===== config.mk =====
export PLATFORM = sky130hd
export DESIGN_NAME = sdram_arbiter
export DESIGN_NICKNAME = d
export VERILOG_FILES = /design/src/rtl/sdram_arbiter.sv
export SDC_FILE = /design/constraint.sdc
export NUM_CORES = 1
export LEC_CHECK = 0
export BUFFER_PORTS_ARGS = -buffer_cell sky130_fd_sc_hd__buf_2
export CAP_MARGIN = 20
export CORE_UTILIZATION = 57
export DETAILED_ROUTE_END_ITERATION = 12
export GPL_TIMING_DRIVEN = 1
export PLACE_DENSITY = 0.86
export SLEW_MARGIN = 20
export SYNTH_ARGS = -nofsm -noshare
export SYNTH_HDL_FRONTEND = slang
export SYNTH_SLANG_ARGS = --single-unit

===== constraint.sdc =====
create_clock -name clk -period 2.5 [get_ports clk]
set_input_delay 0.5 -clock clk [delete_from_list [all_inputs] [get_ports clk]]
set_output_delay 0.5 -clock clk [all_outputs]
set_load 0.05 [all_outputs]

===== src/rtl/sdram_arbiter.sv =====
// sdram_arbiter: host/refresh/disk arbiter in front of a 16-bit SDRAM controller
module sdram_arbiter #(
  parameter logic [22:0] DISK_BASE = 23'h100000,
  parameter logic [22:0] VU_BASE   = 23'h000000
) (
  input  logic        clk,
  input  logic        reset_n,
  input  logic        access_slot,
  input  logic [17:0] vu_adrs,
  input  logic [7:0]  vu_data_i,
  output logic [7:0]  vu_data_o,
  input  logic        vu_write,
  input  logic        vu_read,
  input  logic [22:0] disk_adrs,
  input  logic [7:0]  disk_data_i,
  output logic [7:0]  disk_data_o,
  input  logic        disk_write,
  input  logic        disk_read,
  input  logic        disk_halfword,
  input  logic        disk_byte,
  output logic        disk_ram_busy,
  output logic [22:0] sdram_addr,
  input  logic [15:0] sdram_di,
  output logic [15:0] sdram_do,
  output logic        sdram_read,
  output logic        sdram_write,
  output logic        sdram_lb,
  output logic        sdram_ub,
  output logic        sdram_refresh,
  input  logic        sdram_busy
);
  localparam logic [1:0] IDLE = 2'd0, ISSUE = 2'd1, WAIT_ACK = 2'd2, WAIT_DONE = 2'd3;
  localparam logic [1:0] SRV_HOST = 2'd1, SRV_REF = 2'd2, SRV_DISK = 2'd3;
  logic [1:0]  st_q, st_d, cnt_q, srv_q, sel_d;
  logic        rd_q, start, done;
  logic        host_pend_q, host_wr_q, ref_pend_q, disk_pend_q, disk_wr_q, disk_hw_q;
  logic [17:0] host_adr_q;
  logic [7:0]  host_dat_q, disk_dat_q, vu_do_q, disk_do_q, rdata;
  logic [22:0] disk_adr_q, addr_q, h_addr, d_addr;
  logic [15:0] do_q;
  logic        lb_q, ub_q, rd_pulse_q, wr_pulse_q, rf_pulse_q;
  assign vu_data_o     = vu_do_q;
  assign disk_data_o   = disk_do_q;
  assign disk_ram_busy = disk_pend_q;
  assign sdram_addr    = addr_q;
  assign sdram_do      = do_q;
  assign sdram_lb      = lb_q;
  assign sdram_ub      = ub_q;
  assign sdram_read    = rd_pulse_q;
  assign sdram_write   = wr_pulse_q;
  assign sdram_refresh = rf_pulse_q;
  // Arbitration, completion detection (busy seen falling or ack timeout) and next state
  always_comb begin
    start  = st_q == IDLE && !sdram_busy && (host_pend_q || ref_pend_q || disk_pend_q);
    sel_d  = host_pend_q ? SRV_HOST : ref_pend_q ? SRV_REF : SRV_DISK;
    done   = !sdram_busy && (st_q == WAIT_DONE || (st_q == WAIT_ACK && cnt_q == 2'd3));
    st_d   = start ? ISSUE : st_q == ISSUE ? WAIT_ACK : done ? IDLE :
             (st_q == WAIT_ACK && sdram_busy) ? WAIT_DONE : st_q;
    h_addr = VU_BASE + {6'd0, host_adr_q[17:1]};
    d_addr = DISK_BASE + {1'b0, disk_adr_q[22:1]};
    rdata  = (ub_q && !lb_q) ? sdram_di[15:8] : sdram_di[7:0];
  end
  // Request latches, command issue and read-data capture; host/refresh requests leave
  // the pending set at issue so a new slot during flight is kept, disk stays busy until capture
  always_ff @(posedge clk or negedge reset_n) begin
    if (!reset_n) begin
      st_q <= IDLE; cnt_q <= 2'd0; srv_q <= 2'd0; rd_q <= 1'b0;
      host_pend_q <= 1'b0; host_wr_q <= 1'b0; host_adr_q <= '0; host_dat_q <= '0;
      ref_pend_q <= 1'b0;
      disk_pend_q <= 1'b0; disk_wr_q <= 1'b0; disk_hw_q <= 1'b0; disk_adr_q <= '0; disk_dat_q <= '0;
      addr_q <= '0; do_q <= '0; lb_q <= 1'b0; ub_q <= 1'b0;
      rd_pulse_q <= 1'b0; wr_pulse_q <= 1'b0; rf_pulse_q <= 1'b0;
      vu_do_q <= '0; disk_do_q <= '0;
    end else begin
      st_q <= st_d;
      cnt_q <= st_q == WAIT_ACK ? cnt_q + 2'd1 : 2'd0;
      rd_pulse_q <= 1'b0;
      wr_pulse_q <= 1'b0;
      rf_pulse_q <= 1'b0;
      if (start) begin
        srv_q <= sel_d;
        if (sel_d == SRV_HOST) begin
          host_pend_q <= 1'b0;
          rd_q <= !host_wr_q;
          rd_pulse_q <= !host_wr_q;
          wr_pulse_q <= host_wr_q;
          addr_q <= h_addr;
          do_q <= {2{host_dat_q}};
          lb_q <= !host_adr_q[0];
          ub_q <= host_adr_q[0];
        end else if (sel_d == SRV_REF) begin
          ref_pend_q <= 1'b0;
          rd_q <= 1'b0;
          rf_pulse_q <= 1'b1;
          addr_q <= '0;
          do_q <= '0;
          lb_q <= 1'b0;
          ub_q <= 1'b0;
        end else begin
          rd_q <= !disk_wr_q;
          rd_pulse_q <= !disk_wr_q;
          wr_pulse_q <= disk_wr_q;
          addr_q <= d_addr;
          do_q <= {2{disk_dat_q}};
          lb_q <= disk_hw_q || !disk_adr_q[0];
          ub_q <= disk_hw_q || disk_adr_q[0];
        end
      end
      if (done) begin
        addr_q <= '0;
        do_q <= '0;
        lb_q <= 1'b0;
        ub_q <= 1'b0;
        if (rd_q && srv_q == SRV_HOST) vu_do_q <= rdata;
        if (rd_q && srv_q == SRV_DISK) disk_do_q <= rdata;
        if (srv_q == SRV_DISK) disk_pend_q <= 1'b0;
      end
      if (access_slot) begin
        if (vu_read || vu_write) begin
          host_pend_q <= 1'b1;
          host_wr_q <= vu_write;
          host_adr_q <= vu_adrs;
          host_dat_q <= vu_data_i;
        end else ref_pend_q <= 1'b1;
      end
      if (!disk_pend_q && (disk_read || disk_write)) begin
        disk_pend_q <= 1'b1;
        disk_wr_q <= disk_write;
        disk_hw_q <= disk_halfword;
        disk_adr_q <= disk_adrs;
        disk_dat_q <= disk_data_i;
      end
    end
  end
endmodule


==> flow_metrics.py, run 1 <==
metrics = {
    "route": {
        "dr.pass1.iters": 4,
        "drc_errors": 0,
        "wl_per_cell_um": 18.4,
        "ant_nets": 0,
        "via_count": 3980,
        "drt-total-wl_um": 12500,
        "drt_iter0_markers": 261,
        "viasPerCell": 5.89,
    },
    "finish": {
        "multi_input_area_um2": 2100,
        "ff_latch_area_um2": 3050,
        "areaGrowthSynthToFinish_pct": 26.6,
        "nFillCells": 578,
        "layout-drive-gt1-share_pct": 51.4,
        "postLayoutCoreUtil_pct": 74.1,
        "finalNetCount": 636,
    },
    "floorplanning": {
        "die_h_um": 99.0,
        "die_w_um": 99.0,
        "dieArea_um2": 9790,
        "start_util_pct": 58.6,
        "ioPinCount": 144,
        "num_rows": 35,
        "core_um2": 9150,
    },
    "yosys": {
        "synthDistinctLibCells": 35,
        "synthSimpleGateAreaFrac_pct": 7.40,
        "yosys_most_used_dff": "dfrtp_1",
        "seq_area_frac_synth_pct": 57.0,
        "synthMuxAreaShare_pct": 17.4,
        "yosysWarnings": 0,
        "synth_compound_area_share_pct": 13.5,
        "async_flop_share_pct": 100,
        "synth_seq_cells": 122,
        "synthAdderAreaFrac_pct": 0.467,
        "synth_fp_nets": 503,
        "syn_area_per_cell_um2": 12.8,
        "synth_top_family_by_area": "multiplexers",
        "synth_edf_count": 0,
        "synthXorXnorAreaFrac_pct": 0,
        "syn_area_um2": 5360,
        "synthCells": 418,
    },
    "clocking": {
        "cts_buffer_depth": 2,
        "insertion_delay_ns": 0.51,
        "cts.sinks": 122,
        "clk_pin_slew_worst_paths_ns": 0.06,
        "htree_levels": 4,
        "cts_root_buf": "clkbuf_8",
        "cts_tree": "done",
        "cts_setup_buffers": 0,
        "numCtsBuffers": 17,
    },
    "timing": {
        "post-route-period-util_pct": 76.7,
        "tns_ns": 0,
        "fin_crit_ns": 1.92,
        "rsz0062_at_grt": "false",
        "hold_ws_ns": 0.213,
        "maxSlewViolCount": 0,
        "max_freq_mhz": 522,
        "skew_ns": 0.00536,
        "finalHoldViolations": 0,
        "slew-limit-headroom_pct": 44.1,
        "finalSetupViolCount": 0,
        "worst_pin_slew_ns": 0.838,
    },
    "setup_path": {
        "crit_start": "st_q[0]",
        "rrSetupSlack_ns": 0.58,
        "crit_family": "simple AND/OR/NAND/NOR gates",
        "critPathSlowestCell": "or2_2",
        "cpPeakStageDelay_ns": 0.63,
        "required_ns": 2.90,
        "critPathKind": "flip-flop to flip-flop",
        "reg2reg_from": "st_q[0]",
        "cp.arrival_ns": 2.32,
        "path_cells": "or3_1 > or2_2 > o21ai_0",
        "crit_buf_inv": 0,
        "end_kind": "flip-flop",
        "path_max_fanout": 38,
        "critPathLaunchType": "flip-flop",
    },
    "grt": {
        "grt_pass1_wl_um": 20100,
        "grt_antenna_before_repair": 1,
        "grtUsageTotal_pct": 27.3,
        "grt_pass1_vias": 4074,
        "gr-total-overflow": 0,
        "grt_max_degree": 43,
    },
    "hold_path": {
        "hold_class": "primary input to flip-flop",
        "hold_start": "disk_adrs[8]",
    },
    "placement": {
        "port_buffers": 142,
        "routabilityCongestion": 0.772,
        "hpwlAfterDp_um": 8230,
    },
    "power_and_ir_drop": {
        "p_per_area_nw_per_um2": 1330,
        "p_leak_nw": 3.16,
        "vdd_drop_max_uv": 717,
    },
    "status": {
        "status": "finished, final reports clean",
    },
    "flow_run": {
        "maxCapViolations": 0,
    },
}
[metrics by stage]
step	setup slack (ns)	instances	power, mW	area [um2]
after floorplan	0.694	418	5.61	5360
after global placement	0.558	642	6.28	6140
after detailed placement	0.502	642	6.43	6140
after CTS	0.580	675	9.04	6780
after global routing	0.482	676	9.41	6780
final	0.584	676	9.00	6780
[final timing paths]
check | depth (start not counted) | endpoint
min in group asynchronous | 2 | sdram_lb
max | 3 | sdram_do[11]
max in group asynchronous | 3 | host_adr_q[17]
min reg2reg | 1 | cnt_q[0]
min | 2 | disk_adr_q[8]
max reg2reg | 3 | sdram_do[11]
[cells by family after synthesis]
family / Yosys count
AO/OA/AOI/OAI: 105
flip-flops: 122
multiplexers: 83
adder cells (fa/ha/maj): 2
buffers and inverters: 44
AND/OR/NAND/NOR: 62
[worst register-to-register path, stage by stage, from the launching register on]
cell	delay [ns]
dfrtp_1	0.44
or3_1	0.38
or2_2	0.63
o21ai_0	0.36
[report_power, final]
part	leakage, nW	switching (mW)	internal (mW)	total (mW)
clock network	0.307	0.848	1.74	2.58
registers	1.50	0.431	2.66	3.09
logic	1.35	2.20	1.13	3.33
total	3.16	3.48	5.53	9.00
[layer usage]
metal | global-route usage (%) | vias up | share of wire, %
met2 | 46.7 | 168 | 51
met1 | 32.2 | 1968 | 40
met3 | 7.94 | 27 | 6.1
met4 | 11.7 | 0 | 2.3
li1 | - | 1817 | -
met5 | 0 | - | 0
[state kept, by name, indices dropped and copies added (netlist names), 2 cells and up]
register     flops
sdram_addr      23
host_dat_q       8
host_adr_q      18
srv_q            2
disk_adr_q      23
disk_dat_q       8
st_q             2
cnt_q            2
disk_data_o      8
vu_data_o        8
sdram_do         8
[layout make-up]
| type | instances | share of cell area [%] |
|---|---|---|
| timing repair buffer | 157 | 12.6 |
| multi-input combinational | 252 | 31.0 |
| clock inverter | 13 | 2.93 |
| tap | 111 | 2.05 |
| inverter | 1 | 0.0553 |
| sequential | 122 | 45.0 |
| clock buffer | 19 | 6.36 |
| antenna | 1 | 0.0369 |
[cell usage after synthesis, types with 2 or more instances]
master,n,area [um2]
buf_4,8,60.1
o21ai_1,7,35.0
o221ai_1,33,289
clkbuf_1,24,90.1
nor3b_1,26,195
or2_1,2,12.5
o21ai_0,20,100
nand2b_1,3,18.8
o21ai_2,11,96.3
ha_1,2,25.0
buf_6,3,33.8
a21oi_1,26,130
buf_2,8,40.0
mux2_2,83,935
nand2_1,17,63.8
dfrtp_1,122,3050
a22oi_1,2,15.0
nor2_1,4,15.0
[cells in the final DEF, fill, tap and decap left out, types with 3 or more instances in the layout]
cell       count
bufinv_16      5
clkbuf_16     16
dfrtp_1      121
buf_2        141
o21ai_2       11
a21oi_1       26
o221ai_1      33
buf_4         13
nor2_1         4
mux2_2        83
clkinv_2       5
nor3b_1       26
o21ai_1        7
nand2b_1       3
o21ai_0       20
nand2_1       17
[timing repair]
action                    in CTS  in global routing
resized for setup              0                  0
hold buffers                   1                  0
hold endpoints to repair      39                  0
Note: power is estimated with default switching activity, not from simulation.
==> inputs of run 2 (changes only) <==
--- a/config.mk
+++ b/config.mk
@@ -5,12 +5,13 @@
 export SDC_FILE = /design/constraint.sdc
 export NUM_CORES = 1
 export LEC_CHECK = 0
+export ABC_AREA = 1
 export BUFFER_PORTS_ARGS = -buffer_cell sky130_fd_sc_hd__buf_2
 export CAP_MARGIN = 20
-export CORE_UTILIZATION = 57
+export CORE_UTILIZATION = 53
 export DETAILED_ROUTE_END_ITERATION = 12
 export GPL_TIMING_DRIVEN = 1
-export PLACE_DENSITY = 0.86
+export PLACE_DENSITY = 0.8
 export SLEW_MARGIN = 20
 export SYNTH_ARGS = -nofsm -noshare
 export SYNTH_HDL_FRONTEND = slang
==> constraint.sdc (replaced) <==
create_clock -name clk -period 1.9 [get_ports clk]
set_input_delay 0.38 -clock clk [delete_from_list [all_inputs] [get_ports clk]]
set_output_delay 0.38 -clock clk [all_outputs]
set_load 0.05 [all_outputs]
==> flow_metrics.py, run 2 <==
metrics = {
    "floorplanning": {
        "start_util_pct": 55.3,
        "die_h_um": 104,
        "die_w_um": 104,
        "ioPinCount": 144,
        "dieArea_um2": 10700,
        "core_um2": 9910,
        "num_rows": 36,
    },
    "setup_path": {
        "crit_buf_inv": 1,
        "critPathKind": "flip-flop to output port",
        "path_max_fanout": 11,
        "required_ns": 1.52,
        "rrSetupSlack_ns": 0.29,
        "cp.arrival_ns": 1.42,
        "reg2reg_to": "sdram_addr[7]",
        "path_cells": "buf_2",
        "end_kind": "output port",
        "crit_cells": 1,
        "reg2reg_from": "st_q[0]",
        "cpPeakStageDelay_ns": 0.57,
        "r2r_cells": 6,
        "crit_family": "flip-flops",
        "critPathLaunchType": "flip-flop",
        "critPathSlowestCell": "dfrtp_1",
    },
    "yosys": {
        "async_flop_share_pct": 100,
        "synth_top_area_share_pct": 55.8,
        "synth_fp_nets": 743,
        "netlist_top_cells_area": "dfrtp_1 56%, nand2_1 24%, nand3_1 7.9%",
        "syn_area_per_cell_um2": 8.32,
        "synthCells": 658,
        "synth_seq_cells": 122,
        "syn_area_um2": 5480,
        "yosysWarnings": 0,
        "synthTopCellsByCount": "345 x nand2_1, 122 x dfrtp_1, 86 x nand3_1, 16 x buf_2, 14 x buf_4",
        "synth_top_area_cell": "dfrtp_1",
        "synth_edf_count": 0,
        "yosys_most_used_dff": "dfrtp_1",
        "synth_most_common_cell": "nand2_1",
        "seq_area_frac_synth_pct": 55.8,
        "synthDistinctLibCells": 29,
    },
    "finish": {
        "areaGrowthSynthToFinish_pct": 22.2,
        "fin_cells": 935,
        "diodes": 0,
        "finalNetCount": 877,
        "multi_input_area_um2": 2080,
        "nFillCells": 815,
        "layout-drive-gt1-share_pct": 25.1,
        "mostFrequentLayoutCell": "nand2_1",
        "layout_common_cells": "345 x nand2_1, 141 x buf_2, 122 x dfrtp_1",
        "ff_latch_area_um2": 3050,
    },
    "placement": {
        "hpwlAfterDp_um": 8790,
        "dp_cells": 905,
        "port_buffers": 142,
        "routabilityCongestion": 0.859,
    },
    "route": {
        "met1Wirelength_um": 5880,
        "drc_errors": 0,
        "viasPerCell": 5.16,
        "highest-signal-layer": "met4",
        "via_count": 4820,
        "dr.pass1.iters": 7,
        "drt_iter0_markers": 331,
        "wl_per_cell_um": 14.1,
        "ant_nets": 0,
        "wl_met3_um": 827,
        "met2_length_um": 6280,
        "drt-total-wl_um": 13200,
    },
    "hold_path": {
        "whs_endpoint": "disk_adr_q[3]",
        "hold_start": "disk_adrs[3]",
        "whs_path_depth": 3,
        "hold_class": "primary input to flip-flop",
    },
    "grt": {
        "grt_pass1_vias": 4590,
        "grt_max_degree": 43,
        "gr-total-overflow": 0,
        "grt_pass1_wl_um": 22300,
        "grtUsageTotal_pct": 26.4,
        "grt_antenna_before_repair": 0,
    },
    "clocking": {
        "numCtsBuffers": 17,
        "cts_buffer_depth": 2,
        "cts_resized": 0,
        "htree_levels": 4,
        "cts.sinks": 122,
        "cts_setup_buffers": 0,
        "cts_root_buf": "clkbuf_8",
        "clk_pin_slew_worst_paths_ns": 0.05,
        "cts_tree": "done",
        "insertion_delay_ns": 0.51,
    },
    "power_and_ir_drop": {
        "vdd_drop_max_uv": 927,
        "p_leak_nw": 3.93,
        "p_per_area_nw_per_um2": 1710,
    },
    "flow_run": {
        "maxCapViolations": 0,
    },
    "timing": {
        "slew-limit-headroom_pct": 63.0,
        "skew_ns": 0.00560,
        "tns_ns": 0,
        "rsz0062_at_grt": "false",
        "post-route-period-util_pct": 95.0,
        "finalHoldViolations": 0,
        "max_freq_mhz": 554,
        "worst_pin_slew_ns": 0.555,
        "finalSetupViolCount": 0,
        "maxSlewViolCount": 0,
        "fin_crit_ns": 1.80,
    },
    "status": {
        "status": "finished, final reports clean",
    },
}
run 2: changes by cell type after synthesis, moves of 7 or more:
cell	before	now
inv_1	1	12
nor3b_1	26	0
o21ai_2	11	4
o21ai_1	7	0
a21oi_1	26	2
o221ai_1	33	0
nand2_1	17	345
o21ai_0	20	9
buf_2	8	16
mux2_2	83	0
nand3_1	1	86
clkbuf_1	24	2
run 2: area by class of cell:
| type | instances | share of cell area, % |
|---|---|---|
| repair buffers | 156 | 12.6 |
| clock buffers | 25 | 6.94 |
| well taps | 133 | 2.49 |
| flip-flops and latches | 122 | 45.6 |
| inverters | 18 | 1.01 |
| clock inverters | 4 | 0.299 |
| multi-input cells | 477 | 31.0 |
run 2: power by group:
part	total [mW]	internal [mW]	switching, mW	leakage, nW
registers	4.15	3.52	0.624	1.56
clock network	2.66	1.63	1.02	0.241
logic	4.64	1.12	3.52	2.13
total	11.4	6.28	5.17	3.93
run 2: per-stage QoR:
step / power [mW] / hold WS, ns / util, % / setup WS [ns] / instance area, um2
6_report: 11.4 / 0.0565 / 67.5 / 0.0955 / 6690
5_1_grt: 12.1 / 0.0551 / 67.5 / 0.0418 / 6690
4_1_cts: 11.5 / 0.0396 / 67.5 / 0.0934 / 6690
3_5_place_dp: 8.80 / 0.407 / 62.6 / 0.281 / 6200
3_3_place_gp: 8.64 / 0.396 / 62.6 / 0.349 / 6200
2_1_floorplan: 7.74 / 0.0844 / - / 0.397 / 5480
run 2: what timing repair did:
| item | in CTS | in global routing |
|---|---|---|
| endpoints found under the setup margin | 0 | 0 |
| hold endpoints to repair | 37 | 0 |
| hold buffers | 1 | 0 |
run 2: worst max-delay path by stage:
stage,start,endpoint,slack (ns)
after floorplan,sdram_lb,vu_data_o[0],0.40
after global placement,st_q[0],rd_q,0.35
after detailed placement,st_q[0],srv_q[0],0.28
after CTS,sdram_ub,sdram_ub,0.09
after global routing,sdram_ub,sdram_ub,0.04
final,sdram_ub,sdram_ub,0.1
run 2: cells by family after synthesis:
group,after synthesis,synth area share [%]
simple gates,460,35.8
flops,122,55.8
buf+inv,59,6.33
compound gates,15,1.65
fa+ha+maj,2,0.457
run 2: layer usage:
layer | up-vias | global-route usage, %
li1 | 2337 | -
met1 | 2265 | 35.9
met2 | 192 | 42.2
met3 | 26 | 5.92
met4 | 0 | 8.59
met5 | - | 0
